<file path="config.mk">
export PLATFORM = sky130hd
export DESIGN_NAME = branch_predict_unit_flat
export DESIGN_NICKNAME = d
export VERILOG_FILES = /design/src/rtl/branch_predict_unit_if.sv /design/src/rtl/branch_predict_unit.sv /design/src/flat_wrapper.sv
export SDC_FILE = /design/constraint.sdc
export NUM_CORES = 1
export LEC_CHECK = 0
export ABC_AREA = 1
export BUFFER_PORTS_ARGS = -buffer_cell sky130_fd_sc_hd__buf_2
export CAP_MARGIN = 20
export CORE_MARGIN = 10
export CORE_UTILIZATION = 40
export CTS_CLUSTER_SIZE = 16
export DETAILED_ROUTE_END_ITERATION = 6
export PLACE_DENSITY = 0.66
export SLEW_MARGIN = 25
export SYNTH_ARGS = -nofsm -noshare
export SYNTH_HDL_FRONTEND = slang
export SYNTH_SLANG_ARGS = --single-unit
</file>
<file path="constraint.sdc">
create_clock -name clk -period 3.81 [get_ports clk]
set_input_delay 0.9525 -clock clk [delete_from_list [all_inputs] [get_ports clk]]
set_output_delay 0.9525 -clock clk [all_outputs]
set_load 0.03 [all_outputs]
</file>
<file path="src/rtl/branch_predict_unit_if.sv">
// Resolve request/result bundle between issue and the branch unit.
// master drives requests, slave returns registered results.
interface branch_predict_unit_if #(
  parameter int ADDR_WIDTH = 32,
  parameter int DATA_WIDTH = 32,
  parameter int DISP_WIDTH = 16
);
  logic                  in_valid;
  logic                  in_flush;
  logic [ADDR_WIDTH-1:0] in_pc;
  logic [2:0]            in_br_code;
  logic [DATA_WIDTH-1:0] in_rs1;
  logic [DATA_WIDTH-1:0] in_rs2;
  logic [DISP_WIDTH-1:0] in_disp;
  logic                  in_pred_taken;
  logic                  out_valid;
  logic [ADDR_WIDTH-1:0] out_next_pc;
  logic                  out_taken;
  logic                  out_mispredict;

  modport master (
    output in_valid, in_flush, in_pc, in_br_code,
    output in_rs1, in_rs2, in_disp, in_pred_taken,
    input  out_valid, out_next_pc, out_taken, out_mispredict
  );

  modport slave (
    input  in_valid, in_flush, in_pc, in_br_code,
    input  in_rs1, in_rs2, in_disp, in_pred_taken,
    output out_valid, out_next_pc, out_taken, out_mispredict
  );
endinterface

</file>
<file path="src/rtl/branch_predict_unit.sv">
// Single-stage branch resolver with a 2-bit saturating BHT
// read by fetch, misprediction flagging and perf counters.
module branch_predict_unit #(
  parameter int ADDR_WIDTH  = 32,
  parameter int DATA_WIDTH  = 32,
  parameter int DISP_WIDTH  = 16,
  parameter int DISP_SHIFT  = 2,
  parameter int PC_INC      = 4,
  parameter int BHT_ENTRIES = 64,
  parameter int CNT_WIDTH   = 32
) (
  input  logic                  clk,
  input  logic                  rst_n,
  input  logic [ADDR_WIDTH-1:0] lookup_pc,
  output logic                  lookup_taken,
  branch_predict_unit_if.slave  bus,
  output logic [CNT_WIDTH-1:0]  br_count,
  output logic [CNT_WIDTH-1:0]  mispred_count
);
  localparam int IW = $clog2(BHT_ENTRIES);

  typedef enum logic [2:0] {
    BR_EQ, BR_NE, BR_LT, BR_GE,
    BR_LTU, BR_GEU, BR_ALWAYS, BR_NONE
  } br_code_e;

  logic [1:0]            r_bht [BHT_ENTRIES];
  logic                  r_valid;
  logic                  r_taken;
  logic                  r_mis;
  logic [ADDR_WIDTH-1:0] r_next_pc;
  logic [CNT_WIDTH-1:0]  r_br_cnt;
  logic [CNT_WIDTH-1:0]  r_mp_cnt;

  br_code_e              w_code;
  logic                  w_acc;
  logic                  w_taken;
  logic                  w_cond;
  logic                  w_mis;
  logic [IW-1:0]         w_lk_idx;
  logic [IW-1:0]         w_up_idx;
  logic [1:0]            w_cnt;
  logic [1:0]            w_cnt_nxt;
  logic [ADDR_WIDTH-1:0] w_seq_pc;
  logic [ADDR_WIDTH-1:0] w_off;
  logic [ADDR_WIDTH-1:0] w_next_pc;
  logic                  w_unused_pc;

  assign w_code   = br_code_e'(bus.in_br_code);
  assign w_acc    = bus.in_valid && !bus.in_flush;
  assign w_lk_idx = lookup_pc[DISP_SHIFT +: IW];
  assign w_up_idx = bus.in_pc[DISP_SHIFT +: IW];
  assign w_unused_pc = ^lookup_pc;

  assign lookup_taken = r_bht[w_lk_idx][1];

  always_comb begin
    w_taken = 1'b0;
    w_cond  = 1'b1;
    unique case (w_code)
      BR_EQ:     w_taken = bus.in_rs1 == bus.in_rs2;
      BR_NE:     w_taken = bus.in_rs1 != bus.in_rs2;
      BR_LT:     w_taken = $signed(bus.in_rs1) <  $signed(bus.in_rs2);
      BR_GE:     w_taken = $signed(bus.in_rs1) >= $signed(bus.in_rs2);
      BR_LTU:    w_taken = bus.in_rs1 <  bus.in_rs2;
      BR_GEU:    w_taken = bus.in_rs1 >= bus.in_rs2;
      BR_ALWAYS: begin w_taken = 1'b1; w_cond = 1'b0; end
      BR_NONE:   begin w_taken = 1'b0; w_cond = 1'b0; end
    endcase
  end

  assign w_seq_pc = bus.in_pc + ADDR_WIDTH'(PC_INC);
  assign w_off = {{(ADDR_WIDTH-DISP_WIDTH){bus.in_disp[DISP_WIDTH-1]}},
                  bus.in_disp} << DISP_SHIFT;
  assign w_next_pc = w_taken ? w_seq_pc + w_off : w_seq_pc;
  assign w_mis = w_taken ^ bus.in_pred_taken;

  assign w_cnt = r_bht[w_up_idx];
  always_comb begin
    w_cnt_nxt = w_cnt;
    if (w_taken && w_cnt != 2'd3)
      w_cnt_nxt = w_cnt + 2'd1;
    else if (!w_taken && w_cnt != 2'd0)
      w_cnt_nxt = w_cnt - 2'd1;
  end

  always_ff @(posedge clk or negedge rst_n) begin
    if (!rst_n) begin
      for (int i = 0; i < BHT_ENTRIES; i++)
        r_bht[i] <= 2'b01;
    end else if (w_acc && w_cond) begin
      r_bht[w_up_idx] <= w_cnt_nxt;
    end
  end

  always_ff @(posedge clk or negedge rst_n) begin
    if (!rst_n) begin
      r_valid   <= 1'b0;
      r_taken   <= 1'b0;
      r_mis     <= 1'b0;
      r_next_pc <= '0;
    end else begin
      r_valid <= w_acc;
      if (w_acc) begin
        r_taken   <= w_taken;
        r_mis     <= w_mis;
        r_next_pc <= w_next_pc;
      end
    end
  end

  // counters saturate rather than wrap so long runs stay meaningful
  always_ff @(posedge clk or negedge rst_n) begin
    if (!rst_n) begin
      r_br_cnt <= '0;
      r_mp_cnt <= '0;
    end else if (w_acc) begin
      if (w_code != BR_NONE && r_br_cnt != '1)
        r_br_cnt <= r_br_cnt + CNT_WIDTH'(1);
      if (w_mis && r_mp_cnt != '1)
        r_mp_cnt <= r_mp_cnt + CNT_WIDTH'(1);
    end
  end

  assign bus.out_valid      = r_valid;
  assign bus.out_taken      = r_taken;
  assign bus.out_mispredict = r_mis;
  assign bus.out_next_pc    = r_next_pc;
  assign br_count           = r_br_cnt;
  assign mispred_count      = r_mp_cnt;
endmodule
</file>
<file path="src/flat_wrapper.sv">
// flat-port wrapper written by rule: the top's interface ports become plain ports
module branch_predict_unit_flat 
#(
  parameter int ADDR_WIDTH  = 32,
  parameter int DATA_WIDTH  = 32,
  parameter int DISP_WIDTH  = 16,
  parameter int DISP_SHIFT  = 2,
  parameter int PC_INC      = 4,
  parameter int BHT_ENTRIES = 64,
  parameter int CNT_WIDTH   = 32
)
  (clk, rst_n, lookup_pc, lookup_taken, br_count, mispred_count, bus_in_valid, bus_in_flush, bus_in_pc, bus_in_br_code, bus_in_rs1, bus_in_rs2, bus_in_disp, bus_in_pred_taken, bus_out_valid, bus_out_next_pc, bus_out_taken, bus_out_mispredict);
  branch_predict_unit_if #(.ADDR_WIDTH(ADDR_WIDTH), .DATA_WIDTH(DATA_WIDTH), .DISP_WIDTH(DISP_WIDTH)) bus_i ();
  input  logic clk;
  input  logic rst_n;
  input  logic [ADDR_WIDTH-1:0] lookup_pc;
  output logic lookup_taken;
  output logic [CNT_WIDTH-1:0] br_count;
  output logic [CNT_WIDTH-1:0] mispred_count;
  input wire logic [$bits(bus_i.in_valid)-1:0] bus_in_valid;
  input wire logic [$bits(bus_i.in_flush)-1:0] bus_in_flush;
  input wire logic [$bits(bus_i.in_pc)-1:0] bus_in_pc;
  input wire logic [$bits(bus_i.in_br_code)-1:0] bus_in_br_code;
  input wire logic [$bits(bus_i.in_rs1)-1:0] bus_in_rs1;
  input wire logic [$bits(bus_i.in_rs2)-1:0] bus_in_rs2;
  input wire logic [$bits(bus_i.in_disp)-1:0] bus_in_disp;
  input wire logic [$bits(bus_i.in_pred_taken)-1:0] bus_in_pred_taken;
  output wire logic [$bits(bus_i.out_valid)-1:0] bus_out_valid;
  output wire logic [$bits(bus_i.out_next_pc)-1:0] bus_out_next_pc;
  output wire logic [$bits(bus_i.out_taken)-1:0] bus_out_taken;
  output wire logic [$bits(bus_i.out_mispredict)-1:0] bus_out_mispredict;
  assign bus_i.in_valid = bus_in_valid;
  assign bus_i.in_flush = bus_in_flush;
  assign bus_i.in_pc = bus_in_pc;
  assign bus_i.in_br_code = bus_in_br_code;
  assign bus_i.in_rs1 = bus_in_rs1;
  assign bus_i.in_rs2 = bus_in_rs2;
  assign bus_i.in_disp = bus_in_disp;
  assign bus_i.in_pred_taken = bus_in_pred_taken;
  assign bus_out_valid = bus_i.out_valid;
  assign bus_out_next_pc = bus_i.out_next_pc;
  assign bus_out_taken = bus_i.out_taken;
  assign bus_out_mispredict = bus_i.out_mispredict;
  branch_predict_unit #(.ADDR_WIDTH(ADDR_WIDTH), .DATA_WIDTH(DATA_WIDTH), .DISP_WIDTH(DISP_WIDTH), .DISP_SHIFT(DISP_SHIFT), .PC_INC(PC_INC), .BHT_ENTRIES(BHT_ENTRIES), .CNT_WIDTH(CNT_WIDTH)) u_core (.clk(clk), .rst_n(rst_n), .lookup_pc(lookup_pc), .lookup_taken(lookup_taken), .bus(bus_i), .br_count(br_count), .mispred_count(mispred_count));
endmodule
</file>
# == Word-level counts from Yosys, hierarchy flattened ==
# Index checks and enable logic that the tools add are counted.
# word_totals
inputBits,152
out_inout_bits,100
reg_bits,227
elab_cells,127
# op_classes
n_lt_le_gt_ge,7
n_bitwise,3
mux,14
n_addsub,6
reduce_logical,14
eq_ne,13
# op_table
operator,count
$bwmux W128,1
$add A32 B1 Y32 const B,2
$ge A32 B32 Y1,2
$lt A32 B32 Y1,2
$ne A32 B32 Y1 const B,2
$add A32 B3 Y32 const B,1
$add A32 B32 Y32,1
$eq A32 B32 Y1,1
$mux W32,1
$ne A32 B32 Y1,1
$bmux W2 S6,2
$ge A7 B7 Y1 const B,2
$mux W2,7
$not A6 Y7,2
$demux W2 S6,1
$eq A3 B3 Y1 const B,4
$pmux W1 S8,1
$logic_and A1 B1 Y1,7
$lt A7 B1 Y1 const B,1
$eq A3 B2 Y1 const B,2
$reduce_and A2 Y1,2
$eq A3 B1 Y1 const B,1
$logic_not A3 Y1,1
$ne A3 B3 Y1 const B,1
other kinds (8),9

# == Longest topological paths before layout ==
# logic_depth
depth_word,9
ltp_mapped,24
ltp_nobuf,24

# == Worst setup path before layout ==
# OpenSTA, ideal clock, no wires.
# synth_path
path_kind,input -> register
from,in bus_in_pc[6]
to,reg u_core.r_next_pc[31] (netlist: u_core.bus.out_next_pc[31])
n_path_buf,1
t_arrival_ns,3.865
required_ns,3.728
setup_time_ns,0.082
path_stages,22
path_slack_ns,-0.137
cell_sequence,buf_2 nand2_1 nor2_2 inv_2 nor2_4 nand4_1 nor3_2 nand2_1 nor3_2 nand2_1 nor2_1 xnor2_1 inv_1 ha_1 inv_1 nor3_1 and2_1 a221oi_1 nand2_1 xnor2_1 nand2_1 a31oi_1
# synth_between
elab_chain_len,3
# synth_rtl
element,line,text
from (decl),flat_wrapper.sv:22,input wire logic [$bits(bus_i.in_pc)-1:0] bus_in_pc;
$add A32 B3 Y32 *,branch_predict_unit.sv:72,assign w_seq_pc = bus.in_pc + ADDR_WIDTH'(PC_INC);
$add A32 B32 Y32,branch_predict_unit.sv:75,assign w_next_pc = w_taken ? w_seq_pc + w_off : w_seq_pc;
$mux W32 *,branch_predict_unit.sv:75,
to (signal assigned),branch_predict_unit.sv:107,r_next_pc <= w_next_pc;
to (decl),branch_predict_unit.sv:31,logic [ADDR_WIDTH-1:0] r_next_pc;
# Every way passes the cells marked *; elsewhere a longest branch is shown, timed or not.
# A chain may end at the register's enable or synchronous reset.

# == Worst setup path in the final report ==
# layout_path
from,in bus_in_pc[2]
to,reg u_core.r_next_pc[31] (netlist: u_core.bus.out_next_pc[31])
# The elaborated chain is that of the path after synthesis.

==> tab_implementation.tex <==
\begin{tabular}{lr}
\hline
Metric & Value \\
\hline
\multicolumn{2}{l}{\textbf{Die}} \\
Total number of placement rows & 72 \\
Die outline width & 217 µm \\
Number of placed I/O pins & approximately 250 \\
Effective utilization at floorplan & 0.4026 \\
Die outline height & approximately 220 µm \\
Die Area & 47090 µm² \\
Core Footprint & 38560 µm² \\
\multicolumn{2}{l}{\textbf{GRT}} \\
Global Route Usage Sum & 0.2264 \\
Antenna violations before repair & 2 \\
Pin count of the biggest net entering global routing & 87 \\
First-pass GRT wire length & 86.45 mm \\
Global-route congestion overflow total & 0 \\
Vias in the first global route & 15.94k \\
\multicolumn{2}{l}{\textbf{Placement}} \\
Weighted congestion at the end of routability-driven global placement & 0.9709 \\
Total of buffers placed on input and output ports & 225 \\
HPWL after detailed placement & around 42 mm \\
Post-Place Worst Slack & -0.5631 ns \\
\multicolumn{2}{l}{\textbf{Worst setup path}} \\
Critical path buffers and inverters & 3 \\
Library cell contributing the largest single delay on the critical path & sky130\_fd\_sc\_hd\_\_xnor2\_2 \\
Cell repeated most along the worst path & sky130\_fd\_sc\_hd\_\_nand2\_1 \\
CP Cell Sequence & buf\_2 > ha\_2 > nand2\_1 > inv\_2 > nand2\_1 > nor3\_2 > nand2\_2 > nor2\_4 > nand2\_2 > nor2\_4 > nand2\_2 > inv\_2 > nand4\_1 > xnor2\_2 > ha\_4 > nand2\_4 > nor3\_4 > and2\_1 > a221oi\_2 > nand2\_1 > xnor2\_1 > nand2\_1 > a31oi\_1 \\
Cell count along the critical path & 23 \\
Kind of start point of the critical path & primary input \\
CP max stage delay & 0.31 ns \\
Source of the worst register-to-register timing path & u\_core.r\_bht[69] \\
Top Family by Delay on Critical Path & simple AND/OR/NAND/NOR gates \\
Worst R2R Path Depth & 15 \\
Critical path start-end classification & in -> reg \\
Setup slack of the most critical reg-to-reg path & 1.16 ns \\
Capturing point of the worst reg2reg path & u\_core.r\_bht[28] \\
Crit path max fanout & 4 \\
Arrival time worst endpoint & 4.12 ns \\
Required @ worst endpoint & 4.30 ns \\
Kind of capture point of the worst setup path & flip-flop \\
\multicolumn{2}{l}{\textbf{Timing}} \\
Final setup violation count & 0 \\
RSZ-0062 raised after global routing & yes \\
Min setup slack post-route & around 0.18 ns \\
Endpoints failing hold & 0 \\
Fin. max-slew vios & 0 \\
Max Clock Freq & $\sim$280 MHz \\
Worst clock skew & between 0.01 and 0.015 ns \\
Shortest clock period the worst path allows after layout & 3.630 ns \\
Slew @ Worst Pin & 1.013 ns \\
Final worst path period share & 0.9529 \\
Relative max-transition margin & 0.3236 \\
Setup tns final & 0 ns \\
\multicolumn{2}{l}{\textbf{Logic synthesis}} \\
Synthesized-area fraction occupied by xor and xnor cells & 0.06150 \\
Adder-cell share of the synthesized area & 0.05449 \\
Cells taking the most area after synthesis & sky130\_fd\_sc\_hd\_\_dfrtp\_1 26\%, sky130\_fd\_sc\_hd\_\_nand2\_1 16\%, sky130\_fd\_sc\_hd\_\_dfstp\_2 11\% \\
Total nets after synthesis & 2397 \\
Number of flops mapped to enable cells by yosys & 0 \\
Most frequent cell after synthesis & sky130\_fd\_sc\_hd\_\_nand2\_1 \\
Synthesized instance count & around 2.2k \\
Share of Yosys cell area claimed by the top area cell type & 0.2628 \\
Synth cell types & 52 \\
Cell taking the most area after synthesis & sky130\_fd\_sc\_hd\_\_dfrtp\_1 \\
Primary FF master, synth & sky130\_fd\_sc\_hd\_\_dfrtp\_1 \\
Mean cell area of the mapped netlist & between 7 and 8 µm² \\
Most used standard cells in the synthesized netlist & 655 x sky130\_fd\_sc\_hd\_\_nand2\_1, 268 x sky130\_fd\_sc\_hd\_\_inv\_1, 207 x sky130\_fd\_sc\_hd\_\_nor2\_1, 163 x sky130\_fd\_sc\_hd\_\_dfrtp\_1, 139 x sky130\_fd\_sc\_hd\_\_o21ai\_0 \\
Share of async-settable or async-resettable flops after synthesis & 1.000 \\
Compound-gate portion of the synthesized area & 0.1268 \\
Post-Synth Simple-Gate Area & 0.2982 \\
Synth warn & 0 \\
Main combinational cell family by area after synthesis & simple AND/OR/NAND/NOR gates \\
Number of flip-flops and latches in the synthesized netlist & around 230 \\
Cell area after synthesis & 15520 µm² \\
Multiplexer share of the synthesized area & 0 \\
Post-synthesis sequential area ratio & 0.3711 \\
\multicolumn{2}{l}{\textbf{Route}} \\
Detailed-route vias per instance & 5.225 \\
DRC & 0 \\
Post-route antenna net violation count & 0 \\
Number of optimization iterations in the first detailed-route pass & 6 \\
Final wirelength & 55.29 mm \\
Routed wire per std cell & 17.77 µm \\
Iteration-0 DRC count of the detailed router & 1455 \\
Vias after detailed routing & 16.26k \\
\multicolumn{2}{l}{\textbf{Power and ir drop}} \\
Lkg Pwr & 0.009794 µW \\
Power density relative to cell area & roughly 380 nW/µm² \\
IR drop worst, VDD & 319.9 µV \\
Total design power & 7654 µW \\
\multicolumn{2}{l}{\textbf{CTS}} \\
Num CTS Buffers & 27 \\
Sink count of the clock tree & 227 \\
Clock root buffer master & sky130\_fd\_sc\_hd\_\_clkbuf\_16 \\
Cts hold-fix bufs & 0 \\
Clock Latency Late Sink & 0.57 ns \\
Clock slew seen by the registers of the worst setup and hold paths & 0.06 ns \\
CTS tree & yes \\
Maximum number of buffers from clock root to sink & 3 \\
Number of levels in the clock H-tree & 1 \\
\multicolumn{2}{l}{\textbf{Min path}} \\
Worst hold-check path type & in -> async \\
\multicolumn{2}{l}{\textbf{Layout}} \\
Growth of design area from synthesis to finish & 28.07\% \\
Share of post-route cells with drive strength above 1 & 0.2386 \\
Final-stage net count & 2792 \\
Antenna cell count & 0 \\
Final cell utilization of the core & 0.5156 \\
\multicolumn{2}{l}{\textbf{Job}} \\
Count of maximum capacitance violations & 0 \\
\multicolumn{2}{l}{\textbf{Run status}} \\
Status & finished clean \\
\hline
\end{tabular}
==> cell families (layout without fill, tap and decap cells) <==
| group | Yosys count | count (layout) |
|---|---|---|
| and+or+nand+nor | 1102 | 1102 |
| DFF | 227 | 227 |
| adders and majority gates | 67 | 67 |
| AOI/OAI and AO/OA | 330 | 330 |
| buffers and inverters | 343 | 759 |
| xor gates and xnor gates | 109 | 109 |
==> report_power, final <==
part	internal (µW)	total, µW	switching [µW]
logic	743	2050	1300
registers	2680	2870	188
clock network	1650	2740	1090
total	5080	7650	2580
==> metrics by stage <==
step	hold slack [ns]	cell area, µm²	instances
floorplan	0.4463	15610	2178
global placement	0.4539	18700	3055
detailed placement	0.4562	18700	3055
CTS	0.3964	19630	3105
global route	0.4026	19880	3112
finish	0.3453	19880	3112
==> state kept, by name, indices dropped and copies added, names as in the netlist <==
| signal | flops |
|---|---|
| u_core.bus.out_valid | 1 |
| u_core.mispred_count | 32 |
| u_core.bus.out_taken | 1 |
| u_core.bus.out_next_pc | 32 |
| u_core.br_count | 32 |
| u_core.r_bht | 128 |
| u_core.bus.out_mispredict | 1 |
==> area by class of cell <==
class | instances | area (µm²)
fillers | 3767 | 18680
multi-input cells | 1608 | 8668
flip-flops and latches | 227 | 5761
repair buffers | 425 | 2800
inverters | 284 | 1071
clock buffers | 43 | 805.8
well taps | 518 | 648.1
clock inverters | 7 | 127.6
==> repair_timing <==
action,CTS,global route
endpoints found under the hold margin,0,0
setup buffers,0,7
setup endpoints to repair,0,14
gates resized for setup,0,50
==> worst max path at each step <==
stage	from	slack (ns)	endpoint
floorplan	bus_in_pc[5]	-0.06	u_core.bus.out_next_pc[30]
CTS	bus_in_pc[2]	0.02	u_core.bus.out_next_pc[30]
finish	bus_in_pc[2]	0.18	u_core.bus.out_next_pc[31]
global placement	bus_in_pc[2]	-0.52	u_core.bus.out_next_pc[27]
detailed placement	bus_in_pc[2]	-0.56	u_core.bus.out_next_pc[30]
global route	bus_in_pc[2]	-0.08	u_core.bus.out_next_pc[31]
==> cells in the final DEF, fill, tap and decap left out, types with 9 or more instances in the layout <==
cell type	count
sky130_fd_sc_hd__buf_4	187
sky130_fd_sc_hd__nor4_1	17
sky130_fd_sc_hd__clkbuf_1	9
sky130_fd_sc_hd__o21ai_1	21
sky130_fd_sc_hd__nand2_2	9
sky130_fd_sc_hd__xor2_1	72
sky130_fd_sc_hd__nand3_1	85
sky130_fd_sc_hd__buf_2	224
sky130_fd_sc_hd__o21ai_0	133
sky130_fd_sc_hd__nand4_1	37
sky130_fd_sc_hd__ha_1	58
sky130_fd_sc_hd__o211ai_1	12
sky130_fd_sc_hd__a22oi_1	27
sky130_fd_sc_hd__a21oi_1	52
sky130_fd_sc_hd__o22ai_1	22
sky130_fd_sc_hd__dfstp_2	64
sky130_fd_sc_hd__inv_2	16
sky130_fd_sc_hd__a21o_1	11
sky130_fd_sc_hd__clkbuf_16	27
sky130_fd_sc_hd__inv_1	261
sky130_fd_sc_hd__dfrtp_1	163
sky130_fd_sc_hd__nor2_1	200
sky130_fd_sc_hd__buf_12	13
sky130_fd_sc_hd__nand2_1	646
sky130_fd_sc_hd__xnor2_1	32
sky130_fd_sc_hd__nor3_1	70
==> routing by layer <==
layer  GRT usage  wire (µm)
met1      0.2892      23300
met2      0.3762      25820
met4     0.08133       1784
met3     0.04105       4371
met5           0         23
No activity file was read; power rests on OpenSTA's default activity.
